===== src/rtl/enemy_pkg.sv =====
// Shared types, constants and helpers for the enemy swarm engine.
package enemy_pkg;
    typedef enum logic [1:0] {
        DIR_R = 2'd0,
        DIR_L = 2'd1,
        DIR_D = 2'd2,
        DIR_U = 2'd3
    } dir_t;

    typedef struct packed {
        logic              active;
        dir_t              dir;
        logic signed [11:0] x;
        logic signed [11:0] y;
        logic [3:0]        speed;
    } slot_t;

    localparam logic [15:0] LFSR_MASK = 16'hB400;
    localparam int ADDR_W = 9;
    localparam int POS_W  = 12;

    function automatic int slot_idx_w(input int n);
        return (n > 1) ? $clog2(n) : 1;
    endfunction

    function automatic logic [15:0] lfsr_step(input logic [15:0] v);
        return {1'b0, v[15:1]} ^ (v[0] ? LFSR_MASK : 16'h0000);
    endfunction
endpackage


===== src/rtl/enemy_slot.sv =====
// One enemy slot: motion/spawn/kill state plus the stage-0 footprint test for the current pixel.
module enemy_slot
    import enemy_pkg::*;
#(
    parameter int H_RES   = 640,
    parameter int V_RES   = 480,
    parameter int SPR_LEN = 48,
    parameter int SPR_WID = 8
) (
    input  logic                    pixel_clk,
    input  logic                    rst_n,
    input  logic                    step,
    input  logic                    spawn,
    input  dir_t                    sp_dir,
    input  logic signed [POS_W-1:0] sp_x,
    input  logic signed [POS_W-1:0] sp_y,
    input  logic [3:0]              sp_speed,
    input  logic                    kill,
    input  logic [10:0]             draw_x,
    input  logic [10:0]             draw_y,
    output slot_t                   slot,
    output logic                    hit,
    output logic [ADDR_W-1:0]       addr
);
    localparam logic signed [POS_W-1:0] X_MAX   = POS_W'(H_RES);
    localparam logic signed [POS_W-1:0] Y_MAX   = POS_W'(V_RES);
    localparam logic signed [POS_W-1:0] NEG_LEN = POS_W'(-SPR_LEN);
    localparam logic [ADDR_W-1:0] A_LEN = ADDR_W'(SPR_LEN);
    localparam logic [ADDR_W-1:0] A_LM1 = ADDR_W'(SPR_LEN - 1);

    slot_t slot_q, slot_d;
    logic signed [POS_W-1:0] nx, ny, spd;
    logic gone;

    always_comb begin
        spd  = {{(POS_W-4){1'b0}}, slot_q.speed};
        nx   = slot_q.x;
        ny   = slot_q.y;
        gone = 1'b0;
        case (slot_q.dir)
            DIR_R:   begin nx = slot_q.x + spd; gone = (nx >= X_MAX);   end
            DIR_L:   begin nx = slot_q.x - spd; gone = (nx <= NEG_LEN); end
            DIR_D:   begin ny = slot_q.y + spd; gone = (ny >= Y_MAX);   end
            default: begin ny = slot_q.y - spd; gone = (ny <= NEG_LEN); end
        endcase

        // Spawn only targets an inactive slot, so kill on it is moot; kill beats move.
        slot_d = slot_q;
        if (spawn) begin
            slot_d.active = 1'b1;
            slot_d.dir    = sp_dir;
            slot_d.x      = sp_x;
            slot_d.y      = sp_y;
            slot_d.speed  = sp_speed;
        end else if (kill) begin
            slot_d.active = 1'b0;
        end else if (step && slot_q.active) begin
            slot_d.x      = nx;
            slot_d.y      = ny;
            slot_d.active = !gone;
        end
    end

    always_ff @(posedge pixel_clk or negedge rst_n) begin
        if (!rst_n) slot_q <= '0;
        else        slot_q <= slot_d;
    end

    assign slot = slot_q;

    logic signed [POS_W:0] dx, dy;
    logic in_rl, in_du;
    logic [ADDR_W-1:0] ax, ay, a;

    always_comb begin
        dx    = {2'b00, draw_x} - {slot_q.x[POS_W-1], slot_q.x};
        dy    = {2'b00, draw_y} - {slot_q.y[POS_W-1], slot_q.y};
        in_rl = !dx[POS_W] && (dx[POS_W-1:0] < POS_W'(SPR_LEN)) &&
                !dy[POS_W] && (dy[POS_W-1:0] < POS_W'(SPR_WID));
        in_du = !dx[POS_W] && (dx[POS_W-1:0] < POS_W'(SPR_WID)) &&
                !dy[POS_W] && (dy[POS_W-1:0] < POS_W'(SPR_LEN));
        ax    = ADDR_W'(dx);
        ay    = ADDR_W'(dy);
        case (slot_q.dir)
            DIR_R:   a = ax + A_LEN * ay;
            DIR_L:   a = (A_LM1 - ax) + A_LEN * ay;
            DIR_D:   a = ay + A_LEN * ax;
            default: a = (A_LM1 - ay) + A_LEN * ax;
        endcase
        hit  = slot_q.active && (slot_q.dir[1] ? in_du : in_rl);
        addr = hit ? a : '0;
    end
endmodule


===== src/rtl/enemy_swarm.sv =====
// Enemy swarm top: spawn arbiter, cooldown, LFSR, per-slot instances and 2-stage render pipeline.
module enemy_swarm
    import enemy_pkg::*;
#(
    parameter int          N_ENEMY     = 4,
    parameter int          H_RES       = 640,
    parameter int          V_RES       = 480,
    parameter int          SPR_LEN     = 48,
    parameter int          SPR_WID     = 8,
    parameter int          BASE_SPEED  = 3,
    parameter int          SPAWN_GAP   = 30,
    parameter logic [15:0] LFSR_SEED   = 16'hACE1,
    parameter logic [11:0] TRANSPARENT = 12'h000
) (
    input  logic                              pixel_clk,
    input  logic                              rst_n,
    input  logic                              en,
    input  logic                              frame_tick,
    input  logic [10:0]                       drawX,
    input  logic [10:0]                       drawY,
    input  logic [1:0]                        speed_level,
    input  logic [N_ENEMY-1:0]                kill_mask,
    input  logic [11:0]                       rom_data,
    output logic [ADDR_W-1:0]                 rom_addr,
    output logic [11:0]                       enemy_color,
    output logic                              enemy_hit,
    output logic [slot_idx_w(N_ENEMY)-1:0]    hit_slot,
    output logic [N_ENEMY-1:0]                active_mask
);
    localparam int SLOT_W = slot_idx_w(N_ENEMY);
    localparam int LIM_RL = V_RES - SPR_WID;
    localparam int LIM_DU = H_RES - SPR_WID;
    localparam int CD_W   = $clog2(SPAWN_GAP + 1);
    localparam logic [9:0] MSK_RL = 10'((1 << $clog2(LIM_RL)) - 1);
    localparam logic [9:0] MSK_DU = 10'((1 << $clog2(LIM_DU)) - 1);
    localparam logic signed [POS_W-1:0] X_MAX   = POS_W'(H_RES);
    localparam logic signed [POS_W-1:0] Y_MAX   = POS_W'(V_RES);
    localparam logic signed [POS_W-1:0] NEG_LEN = POS_W'(-SPR_LEN);

    logic                               step, do_spawn;
    logic [15:0]                        lfsr_q, lfsr_d;
    logic [CD_W-1:0]                    cool_q, cool_d;
    logic [N_ENEMY-1:0]                 free_oh, spawn_vec;
    dir_t                               sp_dir;
    logic signed [POS_W-1:0]            sp_x, sp_y;
    logic [3:0]                         sp_speed;
    logic [4:0]                         spd_sum;
    logic [9:0]                         lane_raw, lane_lim, lane;
    slot_t [N_ENEMY-1:0]                slots;
    logic [N_ENEMY-1:0]                 slot_hit;
    logic [N_ENEMY-1:0][ADDR_W-1:0]     slot_addr;
    logic                               slot_fields_unused;

    assign step = frame_tick && en;

    always_comb begin
        // Lowest zero bit of the live mask is the spawn target.
        free_oh   = ~active_mask & (active_mask + 1'b1);
        do_spawn  = step && (cool_q == '0) && (|free_oh);
        spawn_vec = do_spawn ? free_oh : '0;

        sp_dir   = dir_t'(lfsr_q[1:0]);
        spd_sum  = 5'(BASE_SPEED) + 5'(speed_level) + 5'(lfsr_q[3:2]);
        sp_speed = (spd_sum > 5'd15) ? 4'hF : spd_sum[3:0];
        if (!lfsr_q[1]) begin
            lane_raw = lfsr_q[15:6] & MSK_RL;
            lane_lim = 10'(LIM_RL);
        end else begin
            lane_raw = lfsr_q[15:6] & MSK_DU;
            lane_lim = 10'(LIM_DU);
        end
        lane = (lane_raw >= lane_lim) ? lane_raw - lane_lim : lane_raw;
        sp_x = POS_W'(lane);
        sp_y = POS_W'(lane);
        case (sp_dir)
            DIR_R:   sp_x = NEG_LEN;
            DIR_L:   sp_x = X_MAX;
            DIR_D:   sp_y = NEG_LEN;
            default: sp_y = Y_MAX;
        endcase

        lfsr_d = lfsr_q;
        cool_d = cool_q;
        if (step) begin
            lfsr_d = lfsr_step(lfsr_q);
            if (do_spawn)          cool_d = CD_W'(SPAWN_GAP);
            else if (cool_q != '0) cool_d = cool_q - 1'b1;
        end
    end

    always_ff @(posedge pixel_clk or negedge rst_n) begin
        if (!rst_n) begin
            lfsr_q <= LFSR_SEED;
            cool_q <= '0;
        end else begin
            lfsr_q <= lfsr_d;
            cool_q <= cool_d;
        end
    end

    for (genvar g = 0; g < N_ENEMY; g++) begin : g_slot
        enemy_slot #(
            .H_RES(H_RES), .V_RES(V_RES), .SPR_LEN(SPR_LEN), .SPR_WID(SPR_WID)
        ) u_slot (
            .pixel_clk (pixel_clk),
            .rst_n     (rst_n),
            .step      (step),
            .spawn     (spawn_vec[g]),
            .sp_dir    (sp_dir),
            .sp_x      (sp_x),
            .sp_y      (sp_y),
            .sp_speed  (sp_speed),
            .kill      (kill_mask[g]),
            .draw_x    (drawX),
            .draw_y    (drawY),
            .slot      (slots[g]),
            .hit       (slot_hit[g]),
            .addr      (slot_addr[g])
        );
        assign active_mask[g] = slots[g].active;
    end

    assign slot_fields_unused = ^slots;

    logic [ADDR_W-1:0] rom_addr_q, rom_addr_d;
    logic              hit1_q, hit1_d, hit2_q, hit2_d;
    logic [SLOT_W-1:0] slot1_q, slot1_d, slot2_q, slot2_d;

    always_comb begin
        rom_addr_d = '0;
        hit1_d     = 1'b0;
        slot1_d    = '0;
        for (int i = N_ENEMY - 1; i >= 0; i--) begin
            if (slot_hit[i]) begin
                rom_addr_d = slot_addr[i];
                hit1_d     = 1'b1;
                slot1_d    = SLOT_W'(i);
            end
        end
        hit2_d  = hit1_q;
        slot2_d = slot1_q;
    end

    always_ff @(posedge pixel_clk or negedge rst_n) begin
        if (!rst_n) begin
            rom_addr_q <= '0;
            hit1_q     <= 1'b0;
            slot1_q    <= '0;
            hit2_q     <= 1'b0;
            slot2_q    <= '0;
        end else begin
            rom_addr_q <= rom_addr_d;
            hit1_q     <= hit1_d;
            slot1_q    <= slot1_d;
            hit2_q     <= hit2_d;
            slot2_q    <= slot2_d;
        end
    end

    // Stage 2 lines up with the synchronous ROM read of rom_addr_q.
    assign rom_addr    = rom_addr_q;
    assign enemy_hit   = hit2_q && (rom_data != TRANSPARENT);
    assign enemy_color = enemy_hit ? rom_data : 12'h000;
    assign hit_slot    = slot2_q;
endmodule


===== config.mk =====
export PLATFORM = sky130hd
export DESIGN_NAME = enemy_swarm
export DESIGN_NICKNAME = d
export VERILOG_FILES = /design/src/rtl/enemy_pkg.sv /design/src/rtl/enemy_slot.sv /design/src/rtl/enemy_swarm.sv
export SDC_FILE = /design/constraint.sdc
export NUM_CORES = 1
export LEC_CHECK = 0
export BUFFER_PORTS_ARGS = -buffer_cell sky130_fd_sc_hd__buf_2
export CORE_MARGIN = 5
export CORE_UTILIZATION = 37
export DETAILED_ROUTE_END_ITERATION = 10
export PLACE_DENSITY = 0.48
export SYNTH_ARGS = -nofsm -noshare
export SYNTH_HDL_FRONTEND = slang
export SYNTH_SLANG_ARGS = --single-unit

===== constraint.sdc =====
create_clock -name pixel_clk -period 5.4 [get_ports pixel_clk]
set_input_delay 0.81 -clock pixel_clk [delete_from_list [all_inputs] [get_ports pixel_clk]]
set_output_delay 0.81 -clock pixel_clk [all_outputs]
set_load 0.01 [all_outputs]

======== After elaboration in Yosys (flattened, before gate mapping) ========
Index checks and enable logic that the tools add are counted.
W data, S select, Z words.
storage, ports and cells
  register bits ........................... 160
  input bits .............................. 44
  word-level logic and storage cells ...... 294
operators by class
  $add $sub $neg .......................... 53
  multiply operators ...................... 8
  $lt $le $gt $ge ......................... 34
  equality and inequality tests ........... 18
  multiplexer cells ....................... 67
  bitwise logic cells ..................... 3
  reduce and logical (&&, ||, !) cells .... 84
operator list
  kind                    count
  $mux W24                12
  $pmux W12 S2            10
  $add A9 B9 Y9           16
  $pmux W9 S3             4
  $sub A12 B12 Y13        8
  $add A12 B5 Y12         8
  $le A12 B7 Y1 const B   8
  $lt A12 B4 Y1 const B   8
  $lt A12 B6 Y1 const B   8
  $sub A12 B5 Y12         8
  $mul A2 B9 Y5 const A   8
  $sub A6 B9 Y9 const A   8
  $ge A12 B10 Y1 const B  4
  $ge A12 B11 Y1 const B  4
  $logic_and A1 B1 Y1     36
  $mux W9                 4
  $mux W10                3
  $reduce_and A3 Y1       8
  $reduce_bool A3 Y1      8
  $mux W1                 20
  $mux W16                1
  $ne A2 B1 Y1 const B    8
  $xor A15 B16 Y16        1
  $logic_not A1 Y1        12
  other kinds (24)        52

======== Logic depth before layout (Yosys ltp) ========
  depth after elaboration ................. 11
  mapped depth ............................ 21

======== Modules after synthesis ========
Synthesis repeated with hierarchy kept, for this count alone.
second synthesis, totals
  cell total of the unflattened synthesis .. 2872
  area total of the unflattened synthesis .. 23287.3 sq um
by module, submodules not included
  module                              times used  cells an instance  area an instance (sq um)
  enemy_slot at g_slot[0].u_slot ...  2           646                5232.5
  enemy_slot at g_slot[1].u_slot      1           674                5338.9
  enemy_slot at g_slot[3].u_slot      1           644                5216.3
  enemy_swarm                         1           262                2267.2

======== Worst setup path after synthesis ========
No wires, ideal clock.
  path type ............................... input to register
  start ................................... input drawX[0]
  end ..................................... register rom_addr_q[8], in the netlist rom_addr[8]
  arrival time ............................ 4.589 ns
  path slack .............................. 0.716 ns
  stages on the path ...................... 18
  path buffers ............................ 0
  cells stage by stage .................... inv_1 ha_1 fa_1 xnor2_1 inv_1 fa_1 inv_1 ha_1 ha_1 a21o_1 a21oi_1 xnor2_1 a22oi_1 xnor2_1 xnor2_1 a2111oi_0 a211oi_1 o31ai_1
between the ends
  cells in the longest elaborated chain, start to end .. 11
  elaborated cells on any way between the ends .. 80
  those cells by class .................... add/sub: 24; mul: 4; order compare: 8; mux: 12; reduce/logical: 32
ends and longest elaborated chain
  what                                                       RTL line            source
  start: declaration                                         enemy_swarm.sv:19   input logic [10:0] drawX,
  branches (longest 10 deep; another with $sub A12 B12 Y13)  -
  $mux W9 *                                                  enemy_swarm.sv:134  if (slot_hit[i]) begin
  net rom_addr_d[8]                                          enemy_swarm.sv:125  logic [ADDR_W-1:0] rom_addr_q, rom_addr_d;
  end signal: assignment                                     enemy_swarm.sv:152  rom_addr_q <= rom_addr_d;
  end: declaration                                           enemy_swarm.sv:125
Mark *: on every way through the listed nets, which the timed path passes.
A chain may end at the register's enable or synchronous reset.

======== Worst setup path in the final report ========
  start ................................... input drawY[0]
  end ..................................... register rom_addr_q[8], in the netlist rom_addr[8]
between the ends
  cells in the longest elaborated chain, start to end .. 10
  elaborated cells on any way between the ends .. 72
  those cells by class .................... add/sub: 24; mul: 4; order compare: 8; mux: 12; reduce/logical: 24
ends and longest elaborated chain
  what                                                      RTL line            source
  start: declaration                                        enemy_swarm.sv:20   input logic [10:0] drawY,
  branches (longest 9 deep; another with $sub A12 B12 Y13)  -
  $mux W9 *                                                 enemy_swarm.sv:134
  net rom_addr_d[8]                                         enemy_swarm.sv:125
Marks and branches as above.

==> metrics.md <==
| Metric | Value |
|---|---|
| Total grt overflow | `0` |
| CP Data Arrival Time | `5200 ps` |
| Largest net degree at the start of global routing | `86` |
| Rows | `89` |
| Post-CTS Setup Bufs | `0` |
| Clock Tree Root | `clkbuf_16` |
| Routed wire length | `81.88 mm` |
| Status | `complete, no violations` |
| Reg2reg path depth | `17` |
| Final Core Density | `40.37%` |
| Mapped Area | `21930 um2` |
| Buffers on Ports | `71` |
| Clock period minus worst slack | `4807 ps` |
| Post-synth EDFFs | `0` |
| Clock power share | `8.7%` |
| FFs w/ async S/R, synth | `100.0%` |
| DRT iter0 DRCs | `1728` |
| Fin. Hold Viols | `0` |
| Area of placed instances | `23160 um2` |
| Yosys cell types | `97` |
| Drc violations | `0` |
| # IOs | `72` |
| CTS HTree Levels | `4` |
| Fraction of synthesized area in multiplexers | `3.235%` |
| Antenna Nets Post-Route | `0` |
| Final Max Tran Viols | `0` |
| Via Count | `20980` |
| Synthesized net count | `3171` |
| All-Layer GR Usage | `24.79%` |
| Initial Utilization | `37.22%` |
| Top cells by area, synth | `dfrtp_1 17%, ha_1 16%, xnor2_1 6.4%, o21ai_0 4.6%, inv_1 4.4%` |
| Max transition margin | `13.66%` |
| Clock Skew | `16.42 ps` |
| Met3 routed WL | `5.698 mm` |
| Prevailing post-synth register cell | `dfrtp_1` |
| WHS Path Cells | `0` |
| Share of post-route cells with drive strength above 1 | `7.633%` |
| R2R Path Start | `g_slot[3].u_slot.slot[4]$_DFFE_PN0P_` |
| Min-Delay Path Class | `flop to flop` |
| Final nets | `3182` |
| Worst Max-Slew Pin Slew | `1290 ps` |
| Max VDD drop | `0.001006 V` |
| Vias per Instance | `5.821` |
| Synth Area in Adders | `19.96%` |
| Core box area | `58910 um2` |
| Clk sinks | `160` |
| Design Area, Final | `23780 um2` |
| Max Cap Viol | `0` |
| Routed wire length on met2 | `35.16 mm` |
| Metal1 wirelength | `38.08 mm` |
| Switching Share | `52.48%` |
| Psw | `8.280 mW` |
| Number of global-route vias before repair | `19398` |
| DIE HEIGHT | `253.4 um` |
| Synth Area in XOR/XNOR | `8.827%` |
| Leak | `10.50 nW` |
| Min-delay src | `hit1_q$_DFF_PN0_` |
| Initial antenna violation count | `1` |
| First-pass GRT wire length | `121.3 mm` |
| Die width | `253.4 um` |
| CTS Buf Count | `17` |
| Compound-gate portion of the synthesized area | `22.81%` |
| Highest Signal Layer | `met5` |
| Pwr Total | `15.78 mW` |
| Largest family of logic cells by synthesized area | `compound AO/OA/AOI/OAI gates` |
| Simple logic cell fraction of the synthesized area | `20.07%` |
| Pwr per Cell Area | `663.3 nW/um2` |
| Worst-Skew Late Latency | `500 ps` |
| CTS tree | `built` |
| Final Cycle Share | `89.03%` |
| Worst-path fanout max | `5` |
| Synthesized flop and latch total | `160` |
| Unrepaired setup endpoints after global routing | `false` |
| Clk buf depth | `2` |
| TritonRoute pass-1 iters | `5` |
| Final setup violation count | `0` |
| Sequential share of power | `13.0%` |
| WP data required | `5790 ps` |
| DIE AREA | `64230 um2` |
| WL/cell | `22.72 um` |
| Critical R2R Capture | `rom_addr[8]$_DFF_PN0_` |
| Post-CTS sizing | `0` |
| Detailed placer's ending HPWL | `65.06 mm` |
| CP endpoint kind | `flop` |
| Leading cell type in the layout, fill and taps excluded | `ha_1` |
| Critical Path Start Type | `primary input` |
| Seq/Total Area, Yosys | `18.31%` |
| Pint | `7.496 mW` |
| Reg clk slew, reported paths | `70 ps` |
| Setup TNS | `0 ps` |
| Mapped Avg Cell Area | `7.814 um2` |
| Logic pwr share | `78.3%` |
| Fmax | `0.2080 GHz` |
| Kind of critical path | `primary input to flop` |
| Post-Synthesis Cells | `2806` |
| Hold_buf cts | `0` |
| Most frequent cells in the layout | `273 x ha_1, 257 x inv_1, 241 x nor2_1, 241 x nand2_1, 203 x o21ai_0` |
| Gpl congestion | `0.9400` |
| Layout overhead on the synthesized area | `8.462%` |
| Number of synthesis warnings | `0` |
| Area leader, netlist | `dfrtp_1` |
| Area share of the largest cell type after synthesis | `17.35%` |
| Slack of the worst reg-to-reg path | `680 ps` |
| Hold Slack | `352.3 ps` |
| Hold Path Sink | `hit2_q$_DFF_PN0_` |
-- worst max-delay path by stage --
stage / from / to / slack [ps]
after global routing: drawY[0] / rom_addr[8]$_DFF_PN0_ / 190
after detailed placement: drawY[0] / rom_addr[8]$_DFF_PN0_ / 110
after global placement: drawY[0] / rom_addr[8]$_DFF_PN0_ / 240
final: drawY[0] / rom_addr[8]$_DFF_PN0_ / 590
after CTS: drawY[0] / rom_addr[8]$_DFF_PN0_ / 620
after floorplan: drawX[0] / rom_addr[8]$_DFF_PN0_ / 720
-- state kept, by name (all words and copies together) (netlist names) --
register and flops:
g_slot.u_slot.slot 124, lfsr_q 16, rom_addr 9, cool_q 5, hit_slot 2, slot1_q 2
hit1_q 1, hit2_q 1
-- metal layers --
metal  GRT usage [%]  up-vias
met2           37.45      705
met3           4.745      100
met5               0        -
met4           8.360        2
met1           35.53    10179
li1                -     9994
-- area by class of cell --
| cell class | instances | area (um2) |
|---|---|---|
| Tap cell | 773 | 967.2 |
| Timing Repair Buffer | 120 | 754.5 |
| Sequential cell | 160 | 4014 |
| Inverter | 259 | 972.2 |
| Antenna cell | 1 | 2.502 |
| Multi-Input combinational cell | 2259 | 16450 |
| Clock inverter | 15 | 193.9 |
| Clock buffer | 17 | 425.4 |
| Fill cell | 6063 | 35120 |
-- through the flow --
step | worst slack [ps] | cells
after floorplan | 715.9 | 2806
after global placement | 236.1 | 3571
after detailed placement | 114.1 | 3571
after CTS | 623.0 | 3603
after global routing | 192.6 | 3603
final | 592.6 | 3604
-- power groups by stage --
stage	sequential, mW	clock [mW]	combinational, mW
3_3_place_gp	2.05	0	12.1
5_1_grt	2.11	1.44	13.7
3_5_place_dp	2.06	0	12.3
6_report	2.05	1.37	12.4
2_1_floorplan	1.74	0	9.21
4_1_cts	2.03	1.40	12.4
-- synthesized netlist by cell type, types with 19 or more instances --
master and instances:
a31oi_1 28, a221o_1 27, a211oi_1 30, o21ai_0 203, a21oi_1 172, xor2_1 62, nand4_1 28, dfrtp_1 152
nand2_1 241, clkbuf_1 108, nor4_1 28, or3_1 29, and2_1 24, nor2b_1 50, nor2_1 241, nand2b_1 47
o21a_1 21, nor3_1 81, inv_1 257, mux2i_1 45, a21o_1 39, nand3_1 61, fa_1 48, ha_1 273
xnor2_1 159, o31ai_1 19, o221ai_1 20
-- logic make-up after synthesis --
family | count (synthesis)
muxes | 58
xor gates and xnor gates | 221
adders and majority gates | 321
DFF | 160
AOI/OAI and AO/OA | 755
buffers and inverters | 387
and+or+nand+nor | 904
-- worst max-delay path, stage by stage --
cell	delay, ps
buf_2	100
inv_1	160
ha_1	220
inv_1	60
fa_1	420
xor2_1	420
fa_1	500
ha_1	390
ha_1	320
a21o_1	150
a21oi_1	180
xnor2_1	90
a22oi_1	220
xnor2_1	160
xnor2_1	150
nor2_1	60
a2111oi_0	440
a211oi_1	90
o31ai_1	250
Note: power is estimated with default switching activity, not from simulation.
